$ cat config.mk
export PLATFORM = sky130hd
export DESIGN_NAME = lbuf_read_sched_flat
export DESIGN_NICKNAME = d
export VERILOG_FILES = /design/src/rtl/lbuf_read_sched_pkg.sv /design/src/rtl/lbuf_read_sched_if.sv /design/src/rtl/lbuf_read_sched_repl_addr_ctr.sv /design/src/rtl/lbuf_read_sched.sv /design/src/flat_wrapper.sv
export SDC_FILE = /design/constraint.sdc
export NUM_CORES = 1
export LEC_CHECK = 0
export BUFFER_PORTS_ARGS = -buffer_cell sky130_fd_sc_hd__buf_2
export CAP_MARGIN = 20
export CORE_ASPECT_RATIO = 1.4
export CORE_MARGIN = 10
export CORE_UTILIZATION = 52
export DETAILED_ROUTE_END_ITERATION = 8
export PLACE_DENSITY_LB_ADDON = 0.05
export SYNTH_ARGS = -nofsm -noshare
export SYNTH_HDL_FRONTEND = slang
export SYNTH_SLANG_ARGS = --single-unit
$ cat constraint.sdc
create_clock -name PCLK_ext -period 4.6 [get_ports PCLK_ext]
set_input_delay 0.92 -clock PCLK_ext [delete_from_list [all_inputs] [get_ports PCLK_ext]]
set_output_delay 0.92 -clock PCLK_ext [all_outputs]
set_load 0.02 [all_outputs]
$ cat src/rtl/lbuf_read_sched_pkg.sv
// lbuf_read_sched_pkg: lock state encodings, sync polarity and default 720p timing for the read scheduler
package lbuf_read_sched_pkg;

    typedef enum logic [1:0] {
        LOCK_UNLOCKED = 2'd0,
        LOCK_LOCKING  = 2'd1,
        LOCK_LOCKED   = 2'd2
    } lock_state_t;

    localparam logic SYNC_ACTIVE = 1'b0;

    localparam int DEF_H_TOTAL     = 1650;
    localparam int DEF_H_ACTIVE    = 1280;
    localparam int DEF_H_SYNCLEN   = 40;
    localparam int DEF_H_AVIDSTART = 260;
    localparam int DEF_V_TOTAL     = 750;
    localparam int DEF_V_ACTIVE    = 720;
    localparam int DEF_V_SYNCLEN   = 5;
    localparam int DEF_V_AVIDSTART = 25;
    localparam int DEF_H_MULT      = 3;
    localparam int DEF_V_MULT      = 3;
    localparam int DEF_NUM_LBUF    = 40;
    localparam int DEF_V_LOCK_LINE = 0;
    localparam int DEF_LOCK_FRAMES = 4;

endpackage

$ cat src/rtl/lbuf_read_sched_if.sv
// lbuf_read_sched_if: input frame pulse plus output timing and line-buffer read address bundle
interface lbuf_read_sched_if;
    logic        frame_start;
    logic [10:0] hcnt;
    logic [10:0] vcnt;
    logic [8:0]  hcnt_lbuf;
    logic [5:0]  vcnt_lbuf;
    logic [2:0]  hctr;
    logic [2:0]  vctr;
    logic        HSYNC;
    logic        VSYNC;
    logic        DE;
    logic        locked;

    modport master (
        input  frame_start,
        output hcnt, vcnt, hcnt_lbuf, vcnt_lbuf, hctr, vctr, HSYNC, VSYNC, DE, locked
    );

    modport slave (
        output frame_start,
        input  hcnt, vcnt, hcnt_lbuf, vcnt_lbuf, hctr, vctr, HSYNC, VSYNC, DE, locked
    );
endinterface

$ cat src/rtl/lbuf_read_sched_repl_addr_ctr.sv
// lbuf_read_sched_repl_addr_ctr: replication phase counter driving a wrapping line-buffer address
module lbuf_read_sched_repl_addr_ctr #(
    parameter int AW = 9
) (
    input  logic          PCLK_ext,
    input  logic          reset_n,
    input  logic          clear,
    input  logic          step,
    input  logic [2:0]    mult,
    input  logic [AW-1:0] wrap,
    output logic [2:0]    ctr,
    output logic [AW-1:0] addr
);
    logic last_phase;

    assign last_phase = ctr == mult - 3'd1;

    // Phase advances per step; address advances when the phase rolls over and wraps after the last buffer entry
    always_ff @(posedge PCLK_ext) begin
        if (!reset_n || clear) begin
            ctr  <= '0;
            addr <= '0;
        end else if (step) begin
            ctr <= last_phase ? '0 : ctr + 3'd1;
            if (last_phase) addr <= addr == wrap ? '0 : addr + AW'(1);
        end
    end
endmodule

$ cat src/rtl/lbuf_read_sched.sv
// lbuf_read_sched: output timing and line-buffer read scheduler; LBUF_READ_FRAMELOCK_EN builds the input frame lock
module lbuf_read_sched
    import lbuf_read_sched_pkg::*;
#(
    parameter int H_TOTAL          = DEF_H_TOTAL,
    parameter int H_ACTIVE         = DEF_H_ACTIVE,
    parameter int H_SYNCLEN        = DEF_H_SYNCLEN,
    parameter int H_AVIDSTART      = DEF_H_AVIDSTART,
    parameter int V_TOTAL          = DEF_V_TOTAL,
    parameter int V_ACTIVE         = DEF_V_ACTIVE,
    parameter int V_SYNCLEN        = DEF_V_SYNCLEN,
    parameter int V_AVIDSTART      = DEF_V_AVIDSTART,
    parameter int H_MULT           = DEF_H_MULT,
    parameter int V_MULT           = DEF_V_MULT,
    parameter int NUM_LINE_BUFFERS = DEF_NUM_LBUF,
    parameter int V_LOCK_LINE      = DEF_V_LOCK_LINE,
    parameter int LOCK_FRAMES      = DEF_LOCK_FRAMES
) (
    input  logic PCLK_ext,
    input  logic reset_n,
    lbuf_read_sched_if.master bus
);
    localparam logic [10:0] HT_LAST = 11'(H_TOTAL - 1);
    localparam logic [10:0] VT_LAST = 11'(V_TOTAL - 1);
    localparam logic [10:0] HS_END  = 11'(H_SYNCLEN);
    localparam logic [10:0] VS_END  = 11'(V_SYNCLEN);
    localparam logic [10:0] HA_PRE  = 11'(H_AVIDSTART - 1);
    localparam logic [10:0] HA_BEG  = 11'(H_AVIDSTART);
    localparam logic [10:0] HA_END  = 11'(H_AVIDSTART + H_ACTIVE);
    localparam logic [10:0] VA_PRE  = 11'(V_AVIDSTART - 1);
    localparam logic [10:0] VA_BEG  = 11'(V_AVIDSTART);
    localparam logic [10:0] VA_END  = 11'(V_AVIDSTART + V_ACTIVE);
    localparam logic [10:0] V_LOCK  = 11'(V_LOCK_LINE);

    logic [10:0] hcnt, vcnt, hcnt_n, vcnt_n;
    logic        hwrap, h_act, v_act, force_ctr, v_tick;
    logic        hsync_q, vsync_q, de_q;
    logic [2:0]  hctr, vctr;
    logic [8:0]  hcnt_lbuf;
    logic [5:0]  vcnt_lbuf;

    assign hwrap  = hcnt == HT_LAST;
    assign h_act  = hcnt >= HA_BEG && hcnt < HA_END;
    assign v_act  = vcnt >= VA_BEG && vcnt < VA_END;
    assign v_tick = hwrap && !force_ctr;

`ifdef LBUF_READ_FRAMELOCK_EN
    localparam logic [7:0] LOCK_CNT = 8'(LOCK_FRAMES);

    lock_state_t state, state_n;
    logic [7:0]  aligned_cnt, aligned_cnt_n;
    logic        aligned;

    assign aligned = vcnt == V_LOCK && hcnt <= 11'd1;

    // Lock state and run of consecutive aligned frames
    always_ff @(posedge PCLK_ext) begin
        if (!reset_n) begin
            state       <= LOCK_UNLOCKED;
            aligned_cnt <= '0;
        end else begin
            state       <= state_n;
            aligned_cnt <= aligned_cnt_n;
        end
    end

    // Classify each frame_start; any misaligned or first pulse re-forces the counters
    always_comb begin
        state_n       = state;
        aligned_cnt_n = aligned_cnt;
        force_ctr     = 1'b0;
        if (bus.frame_start) begin
            if (state != LOCK_UNLOCKED && aligned) begin
                if (state == LOCK_LOCKING) begin
                    aligned_cnt_n = aligned_cnt + 8'd1;
                    if (aligned_cnt_n == LOCK_CNT) state_n = LOCK_LOCKED;
                end
            end else begin
                force_ctr     = 1'b1;
                state_n       = LOCK_LOCKING;
                aligned_cnt_n = '0;
            end
        end
    end

    assign bus.locked = state == LOCK_LOCKED;
`else
    logic unused_lock;

    assign unused_lock = bus.frame_start & (LOCK_FRAMES > 0);
    assign force_ctr   = 1'b0;
    assign bus.locked  = 1'b1;
`endif

    // Free-running raster position, overridden by a frame lock force
    always_comb begin
        hcnt_n = hwrap ? '0 : hcnt + 11'd1;
        vcnt_n = !hwrap ? vcnt : (vcnt == VT_LAST ? '0 : vcnt + 11'd1);
        if (force_ctr) begin
            hcnt_n = '0;
            vcnt_n = V_LOCK;
        end
    end

    // Stage-0 counters and stage-1 syncs/DE decoded from them
    always_ff @(posedge PCLK_ext) begin
        if (!reset_n) begin
            hcnt    <= '0;
            vcnt    <= '0;
            hsync_q <= ~SYNC_ACTIVE;
            vsync_q <= ~SYNC_ACTIVE;
            de_q    <= 1'b0;
        end else begin
            hcnt    <= hcnt_n;
            vcnt    <= vcnt_n;
            hsync_q <= hcnt < HS_END ? SYNC_ACTIVE : ~SYNC_ACTIVE;
            vsync_q <= vcnt < VS_END ? SYNC_ACTIVE : ~SYNC_ACTIVE;
            de_q    <= h_act && v_act;
        end
    end

    lbuf_read_sched_repl_addr_ctr #(.AW(9)) u_h_addr (
        .PCLK_ext (PCLK_ext),
        .reset_n  (reset_n),
        .clear    (hcnt == HA_PRE),
        .step     (h_act),
        .mult     (3'(H_MULT)),
        .wrap     (9'd511),
        .ctr      (hctr),
        .addr     (hcnt_lbuf)
    );

    lbuf_read_sched_repl_addr_ctr #(.AW(6)) u_v_addr (
        .PCLK_ext (PCLK_ext),
        .reset_n  (reset_n),
        .clear    (v_tick && vcnt == VA_PRE),
        .step     (v_tick && v_act),
        .mult     (3'(V_MULT)),
        .wrap     (6'(NUM_LINE_BUFFERS - 1)),
        .ctr      (vctr),
        .addr     (vcnt_lbuf)
    );

    assign bus.hcnt      = hcnt;
    assign bus.vcnt      = vcnt;
    assign bus.hcnt_lbuf = hcnt_lbuf;
    assign bus.vcnt_lbuf = vcnt_lbuf;
    assign bus.hctr      = hctr;
    assign bus.vctr      = vctr;
    assign bus.HSYNC     = hsync_q;
    assign bus.VSYNC     = vsync_q;
    assign bus.DE        = de_q;
endmodule

$ cat src/flat_wrapper.sv
// flat-port wrapper written by rule: the top's interface ports become plain ports
module lbuf_read_sched_flat import lbuf_read_sched_pkg::*;
#(
    parameter int H_TOTAL          = DEF_H_TOTAL,
    parameter int H_ACTIVE         = DEF_H_ACTIVE,
    parameter int H_SYNCLEN        = DEF_H_SYNCLEN,
    parameter int H_AVIDSTART      = DEF_H_AVIDSTART,
    parameter int V_TOTAL          = DEF_V_TOTAL,
    parameter int V_ACTIVE         = DEF_V_ACTIVE,
    parameter int V_SYNCLEN        = DEF_V_SYNCLEN,
    parameter int V_AVIDSTART      = DEF_V_AVIDSTART,
    parameter int H_MULT           = DEF_H_MULT,
    parameter int V_MULT           = DEF_V_MULT,
    parameter int NUM_LINE_BUFFERS = DEF_NUM_LBUF,
    parameter int V_LOCK_LINE      = DEF_V_LOCK_LINE,
    parameter int LOCK_FRAMES      = DEF_LOCK_FRAMES
)
  (PCLK_ext, reset_n, bus_frame_start, bus_hcnt, bus_vcnt, bus_hcnt_lbuf, bus_vcnt_lbuf, bus_hctr, bus_vctr, bus_HSYNC, bus_VSYNC, bus_DE, bus_locked);
  lbuf_read_sched_if bus_i ();
  input  logic PCLK_ext;
  input  logic reset_n;
  input wire logic [$bits(bus_i.frame_start)-1:0] bus_frame_start;
  output wire logic [$bits(bus_i.hcnt)-1:0] bus_hcnt;
  output wire logic [$bits(bus_i.vcnt)-1:0] bus_vcnt;
  output wire logic [$bits(bus_i.hcnt_lbuf)-1:0] bus_hcnt_lbuf;
  output wire logic [$bits(bus_i.vcnt_lbuf)-1:0] bus_vcnt_lbuf;
  output wire logic [$bits(bus_i.hctr)-1:0] bus_hctr;
  output wire logic [$bits(bus_i.vctr)-1:0] bus_vctr;
  output wire logic [$bits(bus_i.HSYNC)-1:0] bus_HSYNC;
  output wire logic [$bits(bus_i.VSYNC)-1:0] bus_VSYNC;
  output wire logic [$bits(bus_i.DE)-1:0] bus_DE;
  output wire logic [$bits(bus_i.locked)-1:0] bus_locked;
  assign bus_i.frame_start = bus_frame_start;
  assign bus_hcnt = bus_i.hcnt;
  assign bus_vcnt = bus_i.vcnt;
  assign bus_hcnt_lbuf = bus_i.hcnt_lbuf;
  assign bus_vcnt_lbuf = bus_i.vcnt_lbuf;
  assign bus_hctr = bus_i.hctr;
  assign bus_vctr = bus_i.vctr;
  assign bus_HSYNC = bus_i.HSYNC;
  assign bus_VSYNC = bus_i.VSYNC;
  assign bus_DE = bus_i.DE;
  assign bus_locked = bus_i.locked;
  lbuf_read_sched #(.H_TOTAL(H_TOTAL), .H_ACTIVE(H_ACTIVE), .H_SYNCLEN(H_SYNCLEN), .H_AVIDSTART(H_AVIDSTART), .V_TOTAL(V_TOTAL), .V_ACTIVE(V_ACTIVE), .V_SYNCLEN(V_SYNCLEN), .V_AVIDSTART(V_AVIDSTART), .H_MULT(H_MULT), .V_MULT(V_MULT), .NUM_LINE_BUFFERS(NUM_LINE_BUFFERS), .V_LOCK_LINE(V_LOCK_LINE), .LOCK_FRAMES(LOCK_FRAMES)) u_core (.PCLK_ext(PCLK_ext), .reset_n(reset_n), .bus(bus_i));
endmodule
* Yosys cells after proc, flatten, opt, wreduce, memory -nomap -nowiden
Index checks and enable logic that the tools add are counted.
Word-level totals: input port bits 3, flip-flop bits (word level) 46, output and inout bits 47
Cells by class: equality and inequality tests 8, $add $sub $neg 6, reductions and logical operators 11, mux-type cells 7, bitwise operators 1, order comparisons 6
Operator list (number):
- $add 11x1->11 const B | 2
- $eq 11x10->1 const B | 1
- $eq 11x11->1 const B | 1
- $eq 11x5->1 const B | 1
- $eq 11x9->1 const B | 1
- $ge 11x5->1 const B | 1
- $ge 11x9->1 const B | 1
- $lt 11x10->1 const B | 1
- $lt 11x11->1 const B | 1
- $lt 11x3->1 const B | 1
- $lt 11x6->1 const B | 1
- $mux 11 | 1
- $add 9x1->9 const B | 1
- $eq 9x9->1 const B | 1
- $mux 9 | 1
- $add 3x1->3 const B | 2
- $add 6x1->6 const B | 1
- $eq 3x2->1 const B | 2
- $eq 6x6->1 const B | 1
- $mux 3 | 2
- $mux 6 | 1
- $logic_and 1x1->1 | 5
- $reduce_and 2->1 | 2
- $logic_or 1x1->1 | 2
- other kinds (4) | 5

* Longest topological paths before layout
depth after elaboration 4, depth in mapped cells 9, depth with buffers taken out 8

* Hierarchy
Synthesis repeated with hierarchy kept, for this count alone.
Unflattened totals: cells, all modules 308, area, all modules 2698.8 um2
Modules (own cells, without submodules):
- lbuf_read_sched | area each 1327.5 um2, instances 1, sequential area each 500.5 um2, cells an instance 161
- lbuf_read_sched_repl_addr_ctr (u_core.u_h_addr) | area each 774.5 um2, instances 1, sequential area each 240.2 um2, cells an instance 81
- lbuf_read_sched_repl_addr_ctr (u_core.u_v_addr) | area each 596.8 um2, instances 1, sequential area each 180.2 um2, cells an instance 66

* Least setup slack after synthesis
Ideal clock, no wire load.
kind register -> register, from register u_core.vcnt[0] (netlist: u_core.bus.vcnt[0]), to register u_core.u_v_addr.addr[5], arrival 2032 ps, library setup time 68 ps, stages on the path, launching flop included 8, slack 2501 ps, required time 4532 ps, cells stage by stage dfxtp_1 > ha_1 > nor4_1 > o2111ai_1 > nand4b_2 > buf_6 > or4_4 > a21oi_2
Between the ends: longest elaborated chain between the ends 4, elaborated cells between the ends (all ways) 8
RTL lines:
- from (decl) | RTL line lbuf_read_sched.sv:35 | logic [10:0] hcnt, vcnt, hcnt_n, vcnt_n;
- from (signal assigned) | RTL line lbuf_read_sched.sv:115 | vcnt <= vcnt_n;
- $ge 11x5->1 / $lt 11x10->1 (equally long branches) | RTL line lbuf_read_sched.sv:44 | assign v_act = vcnt >= VA_BEG && vcnt < VA_END;
- $logic_and 1x1->1 | RTL line lbuf_read_sched.sv:44
- $logic_and 1x1->1 | RTL line lbuf_read_sched.sv:137 | .step (v_tick && v_act),
- $reduce_and 2->1 (no line)
- to (signal assigned) | RTL line lbuf_read_sched_repl_addr_ctr.sv:25 | if (last_phase) addr <= addr == wrap ? '0 : addr + AW'(1);
- to (decl) | RTL line lbuf_read_sched_repl_addr_ctr.sv:12 | output logic [AW-1:0] addr
Several ways; a longest one is shown, not always the timed one. A chain may end at the register's enable or synchronous reset.

* Worst setup path in the final report
from register u_core.hcnt[0] (netlist: u_core.bus.hcnt[0]), to register u_core.u_v_addr.ctr[0]
Between the ends: longest elaborated chain between the ends 3, elaborated cells between the ends (all ways) 4
RTL lines:
- from (decl) | RTL line lbuf_read_sched.sv:35
- from (signal assigned) | RTL line lbuf_read_sched.sv:114 | hcnt <= hcnt_n;
- $eq 11x11->1 * | RTL line lbuf_read_sched.sv:42 | assign hwrap = hcnt == HT_LAST;
- $logic_and 1x1->1 | RTL line lbuf_read_sched.sv:136 | .clear (v_tick && vcnt == VA_PRE),
- $logic_or 1x1->1 | RTL line lbuf_read_sched_repl_addr_ctr.sv:20 | if (!reset_n || clear) begin
- to (signal assigned) | RTL line lbuf_read_sched_repl_addr_ctr.sv:24 | ctr <= last_phase ? '0 : ctr + 3'd1;
- to (decl) | RTL line lbuf_read_sched_repl_addr_ctr.sv:11 | output logic [2:0] ctr,
Mark *: on every way between the ends. The rest lies on a longest branch, timed or not.

==> key figures <==
Status
  – Status: completed

Place
  – Routability cong.: 0.866
  – Port Buffers: 47
  – Post-DP HPWL: 3960 um

Die
  – Core Rows: 29
  – # IOs: 50
  – Core footprint: 0.00450 mm2
  – Total die area: 0.00773 mm2
  – DIE WIDTH: 77.2 um
  – Initial Utilization: 0.530
  – Die H: 100 um

Clock tree
  – Root Driver: clkbuf_8
  – Post-CTS resize count: 0
  – Max Buffers Root-to-Sink: 2
  – Clk_lat worst skew: 0.30 ns
  – Setup Fix Bufs, Post-CTS: 0
  – Num CTS Buffers: 5
  – Hold Buf Count CTS: 0
  – CTS Sinks: 46
  – H-Tree Depth: 2
  – Reg clk slew, reported paths: 0.08 ns
  – CTS tree: yes

Power and ir drop
  – Peak supply drop: 180 uV
  – Cell leakage power: 1.11 nW
  – Power Dens Cells: 245 mW/mm2

Global route
  – Met3 Use GR: 0.0438
  – Busiest grt layer: met2
  – Global-route wire length before repair: 8980 um
  – Largest net degree at the start of global routing: 14
  – Global routing usage on met2: 0.246
  – GR Util met1: 0.144
  – Overall Global Routing Usage: 0.137
  – Vias in the first global route: 2012
  – Initial antenna violation count: 0
  – Overflow after GRT: 0

Setup path
  – Setup crit end kind: flop
  – Crit Path Category: reg2reg
  – CP Launch Type: flop
  – Crit path max fanout: 9
  – Data required, critical path: 4.75 ns
  – Worst EP arrival: 2.42 ns

STA
  – Final Cycle Share: 0.493
  – FMAX: 441 MHz
  – RSZ-0062 raised after global routing: false
  – Hold Violations, Final: 0
  – # setup viols final: 0
  – Clk_skew: 0.00339 ns
  – TNS Setup: 0 ns
  – Worst relative slew slack: 0.371
  – Hold WS: 0.491 ns
  – Post-layout min period: 2.27 ns
  – Slew Limit Fails: 0
  – Least-Margin Pin Slew: 0.933 ns

Logic synthesis
  – Syn Std Cell Area: 0.00238 mm2
  – Asr flop ratio synth: 0
  – Post-synth EDFFs: 0
  – Yosys cell types: 54
  – Main synth FF type: dfxtp_1
  – Top cells by area, synth: dfxtp_1, nor2_1, xor2_1, ha_1, nand3_1
  – Synth top area share: 0.386
  – Post-synthesis sequential area ratio: 0.386
  – Mapped Nets: 290
  – Synth area leader: dfxtp_1
  – Gate Count Post-Synth: 279
  – #FFs+latches synth: 46
  – Synth Area per Inst: 8.55 um2
  – Warnings, synthesis: 0

Job
  – Max-cap violations: 0

Cells and area
  – Share of layout cells above drive strength 1: 0.202
  – Multi-input logic area: 0.00136 mm2
  – Final #Nets: 333
  – Area Growth Syn to Fin: 13.4%
  – Sequential Area: 921 um2
  – Fill count: 444
  – ANT cells: 0

Detailed routing
  – Pre-antenna DRT Iters: 4
  – Starting DRT DRC Count: 126
  – Detailed-route DRC error count: 0
  – Vias/cell: 5.62
  – Via count: 2158
  – Wirelength, routed: 5440 um
  – WL per Instance: 14.2 um
  – ANT nets after route: 0

Worst hold path
  – Hold Path Class: reg2reg
[metal layers]
layer  routed length, um  part of all wire
met5                   0                 0
met4                  85             0.016
met3                 259             0.048
met2                2780              0.51
met1                2320              0.43
[cells in the mapped netlist, types with 3 or more instances]
| library cell | n |
|---|---|
| nor2_1 | 40 |
| a21oi_1 | 17 |
| clkbuf_1 | 4 |
| o21ai_0 | 13 |
| and3_1 | 8 |
| dfxtp_1 | 46 |
| o211ai_1 | 3 |
| xor2_1 | 12 |
| xnor2_1 | 5 |
| nand3_1 | 18 |
| or4_1 | 4 |
| buf_6 | 3 |
| buf_2 | 4 |
| ha_1 | 8 |
| or3_1 | 3 |
| inv_1 | 8 |
| nand2_1 | 17 |
| nand4_1 | 12 |
| mux2i_1 | 4 |
| or3_2 | 3 |
[worst max-delay path, cell delays in order (launching register included)]
cell	delay, ns
dfxtp_1	0.47
ha_1	0.19
and3_1	0.20
nand3_1	0.23
o41ai_2	0.93
nor2_1	0.11
[report_power, final]
group | switching [mW] | internal [mW] | leakage [nW] | total (mW)
Combinational | 0.0176 | 0.00819 | 0.696 | 0.0258
Sequential | 0.00499 | 0.401 | 0.372 | 0.406
Clock | 0.127 | 0.105 | 0.0383 | 0.232
Total | 0.150 | 0.514 | 1.11 | 0.664
[placed cells by master (no fill, tap or decap), types with 2 or more instances in the layout]
cell type   n
and4_2      2
nand2b_1    2
and3_1      8
o31a_1      2
xnor2_1     5
o21ai_0    13
ha_1        8
o31ai_1     2
and2_1      2
buf_2      47
nand4_1    12
a31oi_1     2
nor3_1      2
o41ai_1     2
or3_1       3
nor2b_1     2
mux2i_1     4
inv_1       8
nand2_1    17
clkbuf_8    5
dfxtp_1    46
or4_1       4
nor3b_1     2
nand3_1    18
a311oi_1    2
nor2_1     40
or3_2       3
clkbuf_1    2
nand4b_1    2
xor2_1     12
o211ai_1    3
a21oi_1    17
o2111ai_1   2
[cell families after synthesis]
logic type	after synthesis	share of synthesized area
other cells	1	0.00157
flops	46	0.386
buf+inv	20	0.0446
simple gates	129	0.297
mux	4	0.0168
xor+xnor	17	0.0624
fa+ha+maj	8	0.0420
compound gates	54	0.149
[registers in the layout (all words and copies together), names as in the netlist, 3 cells and up]
name                  flops
u_core.bus.vcnt          11
u_core.u_v_addr.addr      6
u_core.u_h_addr.ctr       3
u_core.u_v_addr.ctr       3
u_core.bus.hcnt          11
u_core.u_h_addr.addr      9
[path summary, 6_finish.rpt]
kind | from | endpoint | slack (ns) | cells past startpoint
setup / recovery | u_core.bus.hcnt[0] | u_core.u_v_addr.ctr[0] | 2.33 | 5
hold / removal | u_core.u_h_addr.addr[8] | u_core.u_h_addr.addr[8] | 0.49 | 2
setup reg to reg | u_core.bus.hcnt[0] | u_core.u_v_addr.ctr[0] | 2.33 | 5
hold reg to reg | u_core.u_h_addr.addr[8] | u_core.u_h_addr.addr[8] | 0.49 | 2
[stage by stage]
stage          instances  worst slack, ns  utilization  power [mW]  instance area (um2)
2_1_floorplan        279             2.50            -       0.434                 2380
3_3_place_gp         377             2.33        0.584       0.441                 2630
3_5_place_dp         377             2.36        0.584       0.442                 2630
4_1_cts              384             2.32        0.601       0.674                 2710
5_1_grt              384             2.12        0.601       0.692                 2710
6_report             384             2.33        0.601       0.664                 2710
[area by class of cell]
class | count | share of cell area
multi-input combinational | 213 | 0.502
sequential | 46 | 0.340
timing repair buffer | 48 | 0.0897
tap | 62 | 0.0287
clock buffer | 7 | 0.0282
inverter | 8 | 0.0111
(Power assumes the default switching activity.)
